$ cat src/rtl/if_stage_pkg.sv
// Shared IF/ID pipeline definitions: fetch FSM encoding, reset constants and the IF/ID word.
package if_stage_pkg;

    localparam int unsigned XLEN = 32;

    localparam logic [XLEN-1:0] RESET_PC_DEF = 32'h0000_0000;
    localparam logic [XLEN-1:0] NOP_WORD_DEF = 32'h0000_0000;
    localparam logic [XLEN-1:0] WORD_MASK    = 32'hFFFF_FFFC;

    typedef enum logic [1:0] {
        ST_IDLE    = 2'd0,
        ST_REQ     = 2'd1,
        ST_DISCARD = 2'd2
    } fetch_state_e;

    typedef struct packed {
        logic [XLEN-1:0] instruction;
        logic [XLEN-1:0] pc_next;
    } ifid_word_t;

endpackage

$ cat src/rtl/if_hold_buffer.sv
// Single-entry holding register for a fetched word that decode could not accept.
module if_hold_buffer
    import if_stage_pkg::*;
(
    input  logic            clk,
    input  logic            reset,
    input  logic            load,
    input  logic            unload,
    input  logic            clear,
    input  ifid_word_t      load_word,
    output logic            valid,
    output logic [XLEN-1:0] instr,
    output logic [XLEN-1:0] pc4
);

    logic       valid_q, valid_d;
    ifid_word_t word_q, word_d;

    // Clear wins over load so a redirect never leaves a stale word behind.
    always_comb begin
        valid_d = valid_q;
        word_d  = word_q;
        if (clear) begin
            valid_d = 1'b0;
        end else if (load) begin
            valid_d = 1'b1;
            word_d  = load_word;
        end else if (unload) begin
            valid_d = 1'b0;
        end
    end

    always_ff @(posedge clk or negedge reset) begin
        if (!reset) begin
            valid_q <= 1'b0;
            word_q  <= '0;
        end else begin
            valid_q <= valid_d;
            word_q  <= word_d;
        end
    end

    assign valid = valid_q;
    assign instr = word_q.instruction;
    assign pc4   = word_q.pc_next;

endmodule

$ cat src/rtl/if_stage.sv
// Instruction-fetch stage: owns the PC, fetches over req/ack and feeds the IF/ID register.
module if_stage
    import if_stage_pkg::*;
#(
    parameter logic [XLEN-1:0] RESET_PC = RESET_PC_DEF,
    parameter logic [XLEN-1:0] NOP_WORD = NOP_WORD_DEF
) (
    input  logic            clk,
    input  logic            reset,
    input  logic            we,
    input  logic            redirect,
    input  logic [XLEN-1:0] redirect_pc,
    output logic            imem_req,
    output logic [XLEN-1:0] imem_addr,
    input  logic            imem_ack,
    input  logic [XLEN-1:0] imem_rdata,
    output logic [XLEN-1:0] instruction,
    output logic [XLEN-1:0] pc_next
);

    fetch_state_e    state_q, state_d;
    logic [XLEN-1:0] pc_q, pc_d;
    logic [XLEN-1:0] addr_q, addr_d;
    logic            req_q, req_d;
    ifid_word_t      out_q, out_d;

    logic            hold_valid;
    logic [XLEN-1:0] hold_instr;
    logic [XLEN-1:0] hold_pc4;
    logic            hold_load, hold_unload, hold_clear;

    logic            fetch_ack;
    logic            deliver;
    logic [XLEN-1:0] pc_plus4;
    logic [XLEN-1:0] redirect_target;

    // An ack only counts against a live request, which also drops stale acks after reset.
    assign fetch_ack       = req_q & imem_ack;
    assign deliver         = we & ~hold_valid & ~redirect;
    assign pc_plus4        = pc_q + XLEN'(4);
    assign redirect_target = redirect_pc & WORD_MASK;

    always_comb begin
        state_d     = state_q;
        pc_d        = pc_q;
        addr_d      = addr_q;
        req_d       = req_q;
        out_d       = out_q;
        hold_load   = 1'b0;
        hold_unload = 1'b0;
        hold_clear  = redirect;

        case (state_q)
            ST_IDLE: begin
                if (redirect) begin
                    pc_d = redirect_target;
                end else if (!hold_valid) begin
                    req_d   = 1'b1;
                    addr_d  = pc_q;
                    state_d = ST_REQ;
                end
            end
            ST_REQ: begin
                if (fetch_ack) begin
                    if (redirect) begin
                        pc_d    = redirect_target;
                        req_d   = 1'b0;
                        state_d = ST_IDLE;
                    end else if (deliver) begin
                        pc_d   = pc_plus4;
                        addr_d = pc_plus4;
                    end else begin
                        hold_load = 1'b1;
                        pc_d      = pc_plus4;
                        req_d     = 1'b0;
                        state_d   = ST_IDLE;
                    end
                end else if (redirect) begin
                    // Memory cannot abort, so keep requesting and throw the data away.
                    pc_d    = redirect_target;
                    state_d = ST_DISCARD;
                end
            end
            ST_DISCARD: begin
                if (redirect) begin
                    pc_d = redirect_target;
                end
                if (fetch_ack) begin
                    req_d   = 1'b0;
                    state_d = ST_IDLE;
                end
            end
            default: begin
                req_d   = 1'b0;
                state_d = ST_IDLE;
            end
        endcase

        if (we) begin
            if (redirect) begin
                out_d.instruction = NOP_WORD;
                out_d.pc_next     = '0;
            end else if (hold_valid) begin
                out_d.instruction = hold_instr;
                out_d.pc_next     = hold_pc4;
                hold_unload       = 1'b1;
            end else if (state_q == ST_REQ && fetch_ack) begin
                out_d.instruction = imem_rdata;
                out_d.pc_next     = pc_plus4;
            end else begin
                out_d.instruction = NOP_WORD;
            end
        end
    end

    always_ff @(posedge clk or negedge reset) begin
        if (!reset) begin
            state_q           <= ST_IDLE;
            pc_q              <= RESET_PC & WORD_MASK;
            addr_q            <= '0;
            req_q             <= 1'b0;
            out_q.instruction <= NOP_WORD;
            out_q.pc_next     <= '0;
        end else begin
            state_q <= state_d;
            pc_q    <= pc_d;
            addr_q  <= addr_d;
            req_q   <= req_d;
            out_q   <= out_d;
        end
    end

    if_hold_buffer u_hold (
        .clk       (clk),
        .reset     (reset),
        .load      (hold_load),
        .unload    (hold_unload),
        .clear     (hold_clear),
        .load_word ('{instruction: imem_rdata, pc_next: pc_plus4}),
        .valid     (hold_valid),
        .instr     (hold_instr),
        .pc4       (hold_pc4)
    );

    assign imem_req    = req_q;
    assign imem_addr   = addr_q;
    assign instruction = out_q.instruction;
    assign pc_next     = out_q.pc_next;

endmodule

$ cat config.mk
export PLATFORM = sky130hd
export DESIGN_NAME = if_stage
export DESIGN_NICKNAME = d
export VERILOG_FILES = /design/src/rtl/if_stage_pkg.sv /design/src/rtl/if_hold_buffer.sv /design/src/rtl/if_stage.sv
export SDC_FILE = /design/constraint.sdc
export NUM_CORES = 1
export LEC_CHECK = 0
export ABC_AREA = 1
export CORE_MARGIN = 2
export CORE_UTILIZATION = 45
export CTS_CLUSTER_DIAMETER = 50
export DETAILED_ROUTE_END_ITERATION = 12
export PLACE_DENSITY = 0.79
export REMOVE_ABC_BUFFERS = 1
export SLEW_MARGIN = 10
export SYNTH_ARGS = -nofsm -noshare
export SYNTH_HDL_FRONTEND = slang
export SYNTH_HIERARCHICAL = 1
export SYNTH_SLANG_ARGS = --single-unit
$ cat constraint.sdc
create_clock -name clk -period 4.1 [get_ports clk]
set_input_delay 0.41 -clock clk [delete_from_list [all_inputs] [get_ports clk]]
set_output_delay 0.41 -clock clk [all_outputs]
set_load 0.005 [all_outputs]
==> Yosys cells after proc, flatten, opt, wreduce, memory -nomap -nowiden <==
Index checks and enable logic that the tools add are counted.
{ "op_classes": {"n_mux": 39, "n_eq_ne": 10, "reduce_logical": 12, "addsub": 1, "n_bitwise": 5} }
{ "ops": {"columns": ["op", "n"], "rows": [
  ["$mux 32", 10],
  ["$mux 64", 2],
  ["$pmux 32 s2", 2],
  ["$add 32x3->32 const B", 1],
  ["$mux 1", 16],
  ["$mux 2", 7],
  ["$ne 2x2->1 const B", 6],
  ["$reduce_and 5->1", 2],
  ["$ne 3x3->1 const B", 2],
  ["$pmux 2 s3", 1],
  ["$reduce_and 6->1", 1],
  ["$reduce_bool 3->1", 2],
  ["$reduce_and 2->1", 2],
  ["$reduce_bool 2->1", 2],
  ["$and 1x1->1", 3],
  ["$pmux 1 s3", 1],
  ["$eq 2x1->1 const B", 1],
  ["$eq 2x2->1 const B", 1],
  ["$logic_not 2->1", 1],
  ["$not 1->1", 2],
  ["$reduce_or 2->1", 1],
  ["$logic_and 1x1->1", 1]
]} }
{ "word_totals": {"out_inout_bits": 97, "ff_bits": 196, "word_cells": 76, "in_bits": 69} }

==> Depth between registers and ports, before layout <==
Gate-level depths: netlist of the first run.
{ "logic_depth": {"word_depth": 9, "mapped_depth": 12, "mapped_depth_nobuf": 12} }

==> Modules after synthesis <==
Netlist of the first run, hierarchy kept.
{ "modules_own_cells": {"columns": ["module", "seq_area_each_um2", "cells_each", "n_inst", "area_per_inst_um2"], "rows": [
  ["if_stage", 3278.1, 931, 1, 6961.7],
  ["if_hold_buffer", 1626.6, 283, 1, 2587.5]
]} }

==> Worst setup path before layout of the first run <==
OpenSTA, ideal clock, no wires.
{ "synth_path": {"path_type": "input port to flip-flop", "start": "input redirect", "end": "register u_hold.word_q (netlist bit u_hold/pc4[16])", "path_buffers": 4, "path_stages": 7, "slack_ns": 2.404, "arrival_ns": 1.631, "setup_time_ns": 0.065, "required_ns": 4.035, "path_cell_list": "clkbuf_1 -> clkbuf_1 -> a211oi_1 -> buf_4 -> buf_2 -> nand3_1 -> nand2_1"} }
{ "synth_between": {"elab_chain_cells": 7} }
{ "synth_rtl": {"columns": ["item", "line", "rtl"], "rows": [
  ["from (decl)", "if_stage.sv:11", "input logic redirect,"],
  ["$not 1->1 (no line)", null, null],
  ["$and 1x1->1", "if_stage.sv:39", "assign deliver = we & ~hold_valid & ~redirect;"],
  ["$mux 1", "if_stage.sv:69", "end else if (deliver) begin"],
  ["$mux 1 (*)", "if_stage.sv:65", "if (redirect) begin"],
  ["$mux 1 (*)", "if_stage.sv:64", "if (fetch_ack) begin"],
  ["$mux 1 (*)", "if_stage.sv:53", "case (state_q)"],
  ["named net hold_load", "if_stage.sv:30", "logic hold_load, hold_unload, hold_clear;"],
  ["$reduce_and 2->1 (no line) (*)", null, null],
  ["to (signal assigned)", "if_hold_buffer.sv:39", "word_q <= word_d;"],
  ["to (decl)", "if_hold_buffer.sv:17", "ifid_word_t word_q, word_d;"]
]} }
The timed path passes the listed nets; every way through them passes the cells marked *.
A chain may end at the register's enable or synchronous reset.

==> Final worst setup path of the first run <==
{ "layout_path": {"start": "input redirect", "end": "register addr_q[5] (netlist: imem_addr[5])"} }
{ "layout_between": {"elab_chain_cells": 4, "elab_cells_between_ends": 6, "classes_between": "eq/ne: 3; bitwise: 2; reduce/logical: 1"} }
{ "layout_rtl": {"columns": ["item", "line", "rtl"], "rows": [
  ["$not 1->1 (no line)", null, null],
  ["$and 1x1->1", "if_stage.sv:39", null],
  ["$ne 2x2->1 (no line)", null, null],
  ["$reduce_and 6->1 (no line) (*)", null, null],
  ["to (signal assigned)", "if_stage.sv:127", "addr_q <= addr_d;"],
  ["to (decl)", "if_stage.sv:23", "logic [XLEN-1:0] addr_q, addr_d;"]
]} }
Mark *: on every way between the ends. The rest lies on a longest branch, timed or not.

==> results of run 1 <==
==> cells by family (layout without fill, tap and decap cells) <==
kind of cell / after synthesis / in the layout / share of synthesized area (%)
XOR/XNOR: 14 / 14 / 1.44
AO/OA/AOI/OAI: 191 / 191 / 11.1
multiplexers: 1 / 1 / 0.105
flip-flops: 196 / 196 / 51.4
buffers and inverters: 132 / 276 / 6.11
AND/OR/NAND/NOR: 679 / 679 / 29.8
adder cells (fa/ha/maj): 1 / 1 / 0.131
==> layer usage <==
| metal | vias up | global-route usage [%] | wire (um) |
|---|---|---|---|
| met2 | 389 | 40.1 | 12900 |
| met5 | - | 0 | 0 |
| met1 | 4169 | 34.6 | 11800 |
| li1 | 4213 | - | - |
| met4 | 0 | 7.88 | 492 |
| met3 | 34 | 4.12 | 2350 |
==> cell usage in the layout (no fill, tap or decap), drive strengths merged <==
cell type,n
o221ai,2
a21boi,1
o211ai,6
and2,2
xor2,13
clkinv,6
a31oi,6
nand4,1
o21ai,49
a221oi,2
dfrtp,196
buf,16
xnor2,1
nand3b,1
o22ai,8
a21oi,106
nor2,101
ha,1
o22a,1
inv,71
nand2,404
mux2i,1
o21bai,8
clkinvlp,2
nand3,166
nor3,4
clkdlybuf4s50,162
clkbuf,19
a211oi,2
==> final timing paths <==
path / startpoint / endpoint / slack [ns] / cells past startpoint
max: redirect / imem_addr[5]$_DFFE_PN0P_ / 1.47 / 5
min: reset / instruction[13]$_DFFE_PN0P_ / 0.02 / 1
min in group clk: u_hold/instr[5]$_DFFE_PN0P_ / u_hold/instr[5]$_DFFE_PN0P_ / 0.47 / 2
min reg2reg: u_hold/instr[5]$_DFFE_PN0P_ / u_hold/instr[5]$_DFFE_PN0P_ / 0.47 / 2
max reg2reg: state_q[0]$_DFFE_PN0P_ / u_hold/pc4[17]$_DFFE_PN0P_ / 1.49 / 8
max in group asynchronous: reset / instruction[21]$_DFFE_PN0P_ / 3.05 / 2
==> Yosys cell counts (6+ instances only) <==
library cell / count
inv_1: 57
a21oi_1: 106
clkbuf_1: 19
o21ai_0: 41
o22ai_1: 8
nor2_1: 93
o21ai_1: 6
buf_1: 7
o21bai_1: 8
a31oi_1: 6
o211ai_1: 6
nand2_1: 399
xor2_1: 11
buf_2: 27
dfrtp_1: 196
inv_2: 8
buf_4: 12
nand3_1: 166
==> final cells by class <==
| type | count | share of cell area, % |
|---|---|---|
| clock buffers | 18 | 3.61 |
| clock inverters | 14 | 1.01 |
| multi-input cells | 886 | 34.3 |
| flip-flops and latches | 196 | 41.2 |
| inverters | 65 | 2.05 |
| repair buffers | 179 | 14.9 |
| well taps | 275 | 2.89 |
==> where the power goes <==
group	internal (W)	total (W)	leakage [nW]	switching, W
registers	0.00200	0.00207	2.60	0.0000648
logic	0.000220	0.000489	2.84	0.000269
clock network	0.000796	0.00159	0.267	0.000798
==> through the flow <==
stage / std cells / cell area [um2] / worst slack [ns]
after floorplan: 1147 / 9210 / -2.51
after global placement: 1601 / 11300 / 1.11
after detailed placement: 1601 / 11300 / 1.06
after CTS: 1633 / 11900 / 1.49
after global routing: 1633 / 11900 / 1.29
final: 1633 / 11900 / 1.47
==> state kept, by name, indices dropped and copies added (netlist names), 2 cells and up <==
| name | count |
|---|---|
| pc_next | 32 |
| u_hold/pc4 | 32 |
| pc_q | 32 |
| state_q | 2 |
| imem_addr | 32 |
| u_hold/instr | 32 |
| instruction | 32 |
==> key figures, run 1 <==
Run status
  – Status: finished clean

Clock network
  – Post-CTS Setup Bufs: 0
  – CTS Root Cell: clkbuf_16
  – Clock-pin slew on the worst setup and hold paths: 0.07 ns
  – CTS sink cnt: 196
  – # hold bufs at CTS: 0
  – H-Tree Depth: 4
  – Max Buffers Root-to-Sink: 2
  – Clock Latency Late Sink: 0.44 ns
  – Clock tree from TritonCTS: yes
  – Total CTS buffers: 17
  – # resized after CTS: 0

Job
  – Total of max-cap violations: 0

Die
  – Die area: 22400 um2
  – Chip Height: 150 um
  – Initial core utilization: 45.6%
  – Row count: 53
  – Core Footprint: 21000 um2
  – Ports: 166
  – Chip width: 150 um

Synth
  – Area leader, netlist: dfrtp_1
  – Fraction of registers with async set/reset: 100%
  – Mean Syn Cell Area: 7.87 um2
  – Synth top area cells: dfrtp_1 (51%), nand2_1 (16%), nand3_1 (8.7%), a21oi_1 (5.6%), nor2_1 (3.7%)
  – Area share of the largest cell type after synthesis: 51.4%
  – YS warnings: 6
  – Register area share after synthesis: 51.4%
  – Mapped Cells: 1214
  – Register bit total from synthesis: 196
  – EDFF count, synth: 0
  – Post-synth cell types: 38
  – Top FF cell, synth: dfrtp_1
  – Syn Std Cell Area: 9550 um2

Timing
  – Final hold violation count: 0
  – Worst Max-Slew Pin Slew: 1.10 ns
  – Max_slew headroom: 26.4%
  – Final setup viols: 0
  – Clk_skew: 0.00770 ns
  – Final cycle utilization of the critical path: 64.2%
  – Hold Slack: 0.0190 ns
  – Total Neg Setup Slack: 0 ns
  – Highest Clock Rate: 380 MHz
  – RSZ-0062 raised after global routing: false
  – Pins over their slew limit: 0
  – Post-layout min period: 2.63 ns

Routing
  – Total number of vias: 8805
  – Drt total wl: 27600 um
  – Routed WL per cell: 16.9 um
  – Vias per cell: 5.39
  – ANT nets after route: 0
  – Iter 0 DRT Violations: 663
  – Pre-antenna DRT Iters: 6
  – Drt drc: 0

Place
  – # port buffers: 163
  – Post-DP HPWL: 18100 um
  – Gpl congestion: 0.916

Layout
  – # nets final: 1415
  – Area of the multi-input gates: 4080 um2
  – Layout Utilization: 56.7%
  – Synth-to-layout area growth: 24.5%
  – Share of layout cells above drive strength 1: 5.60%
  – Register Area: 4900 um2
  – Filler cells: 1948
  – Antenna cells: 0

Setup path
  – Worst setup EP type: flip-flop
  – Largest stage delay on the critical path: 0.87 ns
  – Buf/Inv on CP: 2
  – Worst setup SP type: primary input
  – Worst Path Class, Setup: primary input to flip-flop
  – Crit-path slowest cell: clkdlybuf4s50_1
  – Critical Path RT: 4.43 ns
  – Cell Chain, Critical Path: clkdlybuf4s50_1, nor2_1, o21ai_4, inv_2, o22a_1
  – Worst-path maximum fanout: 26
  – Top Family by Delay on Critical Path: buffers and inverters
  – Arrival time worst endpoint: 2.96 ns

Worst hold path
  – Min-delay worst type: primary input to asynchronous set/reset pin

Global route
  – Initial antenna violation count: 0
  – Vias in the first global route: 8466
  – Gr ovfl total: 0
  – Total Routing Usage GR: 24.9%
  – First-pass GRT wire length: 44000 um
  – Largest net degree at the start of global routing: 93

Power and ir drop
  – Power Density: 349 nW/um2
  – Worst vdd ir: 0.000282 V
  – Leak pwr: 5.71 nW
  – Total power: 0.00415 W
Note: power is estimated with default switching activity, not from simulation.
==> run 2: changes to the inputs <==
Settings changed: PLACE_DENSITY 0.79 to 0.81.
Clock period 4.1 ns to 2.3 ns, I/O delays scaled along.
==> key figures, run 2 (same netlist as run 1, synthesis figures left out) <==
Place
  – Post-DP Area: 11500 um2 (+1.5%)
  – Post-DP HPWL: 18800 um (+3.6%)
  – Post-Place Worst Slack: 0.184 ns (-0.879 ns)
  – # port buffers: 163 (unchanged)
  – Gpl congestion: 0.917 (about the same)

Setup path
  – Largest stage delay on the critical path: 0.48 ns (-0.39 ns)
  – Crit-path slowest cell: dfrtp_1
  – Worst Path Class, Setup: flip-flop to flip-flop
  – Worst setup SP type: flip-flop
  – Cell Chain, Critical Path: inv_2, nor2_8, nand2_2, a211oi_4, buf_4, nand3_1, nand2_1
  – Worst setup EP type: flip-flop
  – Critical Path RT: 2.68 ns (-1.75 ns)
  – Arrival time worst endpoint: 2.40 ns (-0.56 ns)
  – Worst-path maximum fanout: 32 (+23%)

Timing
  – RSZ-0062 raised after global routing: false
  – Clk_skew: 0.00996 ns (+0.00226 ns)
  – Final worst setup slack: 0.275 ns (-1.19 ns)
  – Worst Max-Slew Pin Slew: 0.580 ns (-0.523 ns)
  – Highest Clock Rate: 494 MHz
  – Total Neg Setup Slack: 0 ns (unchanged)
  – Post-layout min period: 2.02 ns
  – Final cycle utilization of the critical path: 88.0%
  – Max_slew headroom: 61.3% (+35 points)
  – Final setup viols: 0 (unchanged)
  – Hold Slack: 0.328 ns (+0.309 ns)
  – Pins over their slew limit: 0 (unchanged)
  – Final hold violation count: 0 (unchanged)

Global route
  – Gr ovfl total: 0 (unchanged)
  – First-pass GRT wire length: 44600 um (+1.4%)
  – Initial antenna violation count: 1 (+1)
  – Total Routing Usage GR: 25.1% (+0.26 points)
  – Largest net degree at the start of global routing: 64 (-31%)
  – Vias in the first global route: 8565 (+1.2%)

Routing
  – ANT nets after route: 0 (unchanged)
  – Routed WL per cell: 16.9 um (+0.14%)
  – Total number of vias: 8905 (+1.1%)
  – Drt total wl: 27900 um (+1.2%)
  – Drt drc: 0 (unchanged)
  – Vias per cell: 5.39 (about the same)
  – Iter 0 DRT Violations: 697 (+5.1%)
  – Pre-antenna DRT Iters: 5 (-1)

Layout
  – Synth-to-layout area growth: 26.8%
  – Final Instance Area: 12100 um2 (+1.8%)
  – Commonest non-fill, non-tap cell in the layout: nand2_1
  – Commonest non-fill, non-tap cells in the layout: nand2_1 (399), dfrtp_1 (196), nand3_1 (166)
  – Antenna cells: 0 (unchanged)
  – Filler cells: 1863 (-4.4%)
  – Share of layout cells above drive strength 1: 6.69% (+1.1 points)
  – # nets final: 1433 (+1.3%)

Clock network
  – CTS sink cnt: 196 (unchanged)
  – Max Buffers Root-to-Sink: 2 (unchanged)
  – Total CTS buffers: 17 (unchanged)
  – Clock-pin slew on the worst setup and hold paths: 0.08 ns (about the same)
  – Clock Latency Late Sink: 0.44 ns (about the same)
  – Clock tree from TritonCTS: yes
  – # resized after CTS: 0 (unchanged)
  – H-Tree Depth: 4 (unchanged)
  – CTS Root Cell: clkbuf_16

Power and ir drop
  – Leak pwr: 5.82 nW (+2.0%)
  – Total power: 0.00762 W (+84%)
  – Worst vdd ir: 0.000497 V (+76%)
  – Power Density: 629 nW/um2 (+80%)

Die
  – Core Footprint: 21000 um2 (unchanged)
  – Initial core utilization: 45.6% (unchanged)
  – Die area: 22400 um2 (unchanged)
  – Row count: 53 (unchanged)
  – Chip Height: 150 um (unchanged)
  – Ports: 166 (unchanged)
  – Chip width: 150 um (unchanged)

Worst hold path
  – Min-delay worst type: primary input to asynchronous set/reset pin

Run status
  – Status: finished clean

Job
  – Total of max-cap violations: 0 (unchanged)
run 2: changes by cell type in the layout (fill, tap and decap cells not counted):
cell | previous run | this run
buf_12 | 1 | 4
buf_4 | 15 | 29
bufinv_16 | 0 | 2
clkbuf_1 | 1 | 2
clkbuf_8 | 1 | 2
clkinv_2 | 2 | 1
clkinv_4 | 4 | 1
clkinvlp_4 | 2 | 4
dlygate4sd3_1 | 0 | 1
inv_6 | 3 | 2
inv_8 | 3 | 2
run 2: through the flow:
stage          util (%)  cells
6_report           57.8   1651
5_1_grt            57.8   1651
4_1_cts            57.8   1651
3_5_place_dp       54.9   1618
3_3_place_gp       54.9   1618
2_1_floorplan         -   1147
run 2: critical path, delay by kind of cell, from the launching register on:
kind            cells  cell delay (ns)
simple gates        4             0.66
buf+inv             2             0.53
flops               1             0.48
compound gates      1             0.29
run 2: layout make-up:
| class | instances | area, um2 | share of cell area (%) |
|---|---|---|---|
| sequential | 196 | 4900 | 40.5 |
| clock buffer | 20 | 447 | 3.69 |
| multi-input combinational | 886 | 4080 | 33.7 |
| timing repair buffer | 197 | 1940 | 16.0 |
| tap | 275 | 344 | 2.84 |
| clock inverter | 12 | 144 | 1.19 |
| inverter | 65 | 244 | 2.02 |
run 2: worst paths after layout:
check                                          endpoint  cells past startpoint                    startpoint  slack (ns)
setup reg to reg           u_hold/instr[16]$_DFFE_PN0P_                      7        state_q[0]$_DFFE_PN0P_        0.28
setup / recovery           u_hold/instr[16]$_DFFE_PN0P_                      7        state_q[0]$_DFFE_PN0P_        0.28
hold / removal              instruction[26]$_DFFE_PN0P_                      2                         reset        0.33
min in group clk           u_hold/instr[18]$_DFFE_PN0P_                      3                imem_rdata[18]        0.39
max in group asynchronous  u_hold/instr[25]$_DFFE_PN0P_                      3                         reset        1.18
hold reg to reg            u_hold/instr[17]$_DFFE_PN0P_                      2  u_hold/instr[17]$_DFFE_PN0P_        0.47
run 2: power by group:
group          internal (W)  total [W]  switching (W)
Sequential          0.00357    0.00369       0.000115
Combinational      0.000406   0.000895       0.000490
Clock               0.00165    0.00304        0.00138
run 2: metal layers:
metal	track usage, %	vias to the layer above	part of all wire [%]
li1	-	4260	-
met1	33.9	4167	42
met2	41.0	432	47
met3	6.19	44	9.7
met4	6.42	2	1.7
met5	0	-	0.039
run 2: timing repair:
action / in CTS / in global routing
hold buffers: 1 / 0
buffers inserted: 0 / 0
setup endpoints to repair: 0 / 0
endpoints found under the hold margin: 50 / 0
==> run 3: changes to the inputs <==
Settings changed: CAP_MARGIN from default to 5, CORE_MARGIN 2 to default.
==> key figures, run 3 (same netlist as run 1, synthesis figures left out) <==
Place
  – Gpl congestion: 0.919 (+0.19%)
  – Post-DP HPWL: 19200 um (+2.4%)
  – Post-Place Worst Slack: 0.133 ns (-0.0505 ns)
  – # port buffers: 163 (unchanged)

Timing
  – Final worst setup slack: 0.262 ns (-0.0130 ns)
  – Final hold violation count: 0 (unchanged)
  – Final cycle utilization of the critical path: 88.6% (+0.57 points)
  – Total Neg Setup Slack: 0 ns (unchanged)
  – RSZ-0062 raised after global routing: false
  – Post-layout min period: 2.04 ns (+0.0130 ns)
  – Pins over their slew limit: 0 (unchanged)
  – Max_slew headroom: 61.1% (-0.23 points)
  – Hold Slack: 0.331 ns (+0.00332 ns)
  – Final setup viols: 0 (unchanged)
  – Clk_skew: 0.00871 ns (-0.00125 ns)
  – Highest Clock Rate: 491 MHz (-0.64%)
  – Worst Max-Slew Pin Slew: 0.583 ns (+0.00348 ns)

Clock network
  – Total CTS buffers: 17 (unchanged)
  – CTS sink cnt: 196 (unchanged)
  – Clock-pin slew on the worst setup and hold paths: 0.07 ns (about the same)
  – Clock tree from TritonCTS: yes
  – H-Tree Depth: 4 (unchanged)
  – Max Buffers Root-to-Sink: 2 (unchanged)
  – Clock Latency Late Sink: 0.44 ns (about the same)
  – CTS Root Cell: clkbuf_16

Die
  – Row count: 52 (-1.9%)
  – Chip Height: 148 um (-1.3%)
  – Core Footprint: 20500 um2 (-2.2%)
  – Die area: 21800 um2 (-2.7%)
  – Initial core utilization: 46.6% (+1.0 points)
  – Ports: 166 (unchanged)
  – Chip width: 148 um (-1.3%)

Setup path
  – Origin of the critical flop-to-flop path: pc_q[3]$_DFFE_PN0P_
  – R2r worst-path depth: 10 (+3)
  – Worst-path maximum fanout: 5 (-84%)
  – Cell Chain, Critical Path: ha_1, nand2_1, nor2_4, nand2_2, nor2_2, nand2_1, nand2_1, nand2_1, o21ai_1, nand2_1
  – Crit path launch: pc_q[3]$_DFFE_PN0P_
  – Critical Path RT: 2.61 ns (-0.07 ns)
  – Worst setup SP type: flip-flop
  – Arrival time worst endpoint: 2.35 ns (-0.05 ns)
  – FF-to-FF End: imem_addr[30]$_DFFE_PN0P_
  – Setup crit end: imem_addr[30]$_DFFE_PN0P_
  – Worst reg2reg setup slack: 0.26 ns (about the same)
  – Worst setup EP type: flip-flop
  – Largest stage delay on the critical path: 0.43 ns (-0.05 ns)
  – Worst Path Class, Setup: flip-flop to flip-flop
  – Crit-path slowest cell: dfrtp_1
  – Most common cell on crit path: nand2_1

Routing
  – Met3 WL post-DR: 2330 um (-14%)
  – Routed WL per cell: 17.2 um (+1.7%)
  – Iter 0 DRT Violations: 635 (-8.9%)
  – Drt drc: 0 (unchanged)
  – Vias per cell: 5.51 (+2.1%)
  – Pre-antenna DRT Iters: 5 (unchanged)
  – Total number of vias: 9080 (+2.0%)
  – Metal-1 WL: 11800 um (+2.0%)
  – Highest routed layer: met4
  – Met2 routed WL: 13400 um (+2.4%)
  – Drt total wl: 28300 um (+1.6%)
  – ANT nets after route: 0 (unchanged)

Power and ir drop
  – Leak pwr: 5.89 nW (+1.3%)
  – Power Density: 647 nW/um2 (+2.7%)
  – Worst vdd ir: 0.000568 V (+14%)

Global route
  – First-pass GRT wire length: 45800 um (+2.8%)
  – Largest net degree at the start of global routing: 64 (unchanged)
  – Gr ovfl total: 0 (unchanged)
  – Total Routing Usage GR: 26.7% (+1.6 points)
  – Vias in the first global route: 8837 (+3.2%)
  – Initial antenna violation count: 0 (-1)

Layout
  – Share of layout cells above drive strength 1: 7.03% (+0.35 points)
  – # nets final: 1437 (+0.28%)
  – Synth-to-layout area growth: 28.2%
  – Commonest non-fill, non-tap cells in the layout: nand2_1 (399), dfrtp_1 (196), nand3_1 (166)
  – Layout Utilization: 59.7% (+1.9 points)
  – Filler cells: 1809 (-2.9%)
  – Commonest non-fill, non-tap cell in the layout: nand2_1
  – Antenna cells: 0 (unchanged)

Worst hold path
  – Min-delay worst type: primary input to asynchronous set/reset pin

Run status
  – Status: finished clean

Job
  – Total of max-cap violations: 0 (unchanged)
[run 3: cell count changes in the layout (fill, tap and decap cells not counted)]
cell        before  now
buf_12           4    8
bufinv_16        2    5
clkbuf_1         2    0
clkbuf_8         2    1
clkinv_2         1    2
clkinvlp_4       4    1
inv_6            2    4
inv_8            2    1
[run 3: area by class of cell]
cell class	instances	area [um2]	area share, %
flip-flops and latches	196	4900	40.1
multi-input cells	886	4080	33.3
repair buffers	201	2020	16.5
clock buffers	17	425	3.48
well taps	270	338	2.76
inverters	65	244	1.99
clock inverters	14	223	1.82
[run 3: worst min-delay path by stage]
stage               start                          end  cells after the start
floorplan           reset     imem_addr[0]$_DFFE_PN0P_                      0
global placement    reset  instruction[13]$_DFFE_PN0P_                      1
detailed placement  reset  instruction[13]$_DFFE_PN0P_                      1
CTS                 reset  instruction[13]$_DFFE_PN0P_                      2
global route        reset  instruction[13]$_DFFE_PN0P_                      2
finish              reset  instruction[13]$_DFFE_PN0P_                      2
[run 3: per-layer routing]
metal	vias up	track usage, %
met5	-	0
met4	0	9.48
met3	59	5.65
met2	421	43.3
met1	4335	35.5
li1	4265	-
[run 3: per-stage QoR]
step                cells  area [um2]  total power, W
floorplan            1147        9210         0.00409
global placement     1617       11600         0.00464
detailed placement   1617       11600         0.00465
CTS                  1649       12200         0.00795
global route         1649       12200         0.00820
finish               1649       12200         0.00791
[run 3: worst max-delay path, delay by kind of cell, from the launching register on]
kind / cells / cell delay (ns)
AOI/OAI and AO/OA: 1 / 0.28
adders and majority gates: 1 / 0.19
DFF: 1 / 0.43
and+or+nand+nor: 8 / 1.00
[run 3: where the power goes]
part	leakage [nW]	total (W)	switching [W]	internal [W]
sequential	2.60	0.00369	0.000118	0.00357
combinational	2.98	0.000908	0.000495	0.000413
clock	0.316	0.00331	0.00137	0.00194
total	5.89	0.00791	0.00198	0.00593
[run 3: timing repair]
item,4_1_cts,5_1_grt
hold buffers,1,0
buffers inserted,0,0
gates resized for setup,0,0
hold endpoints to repair,58,0
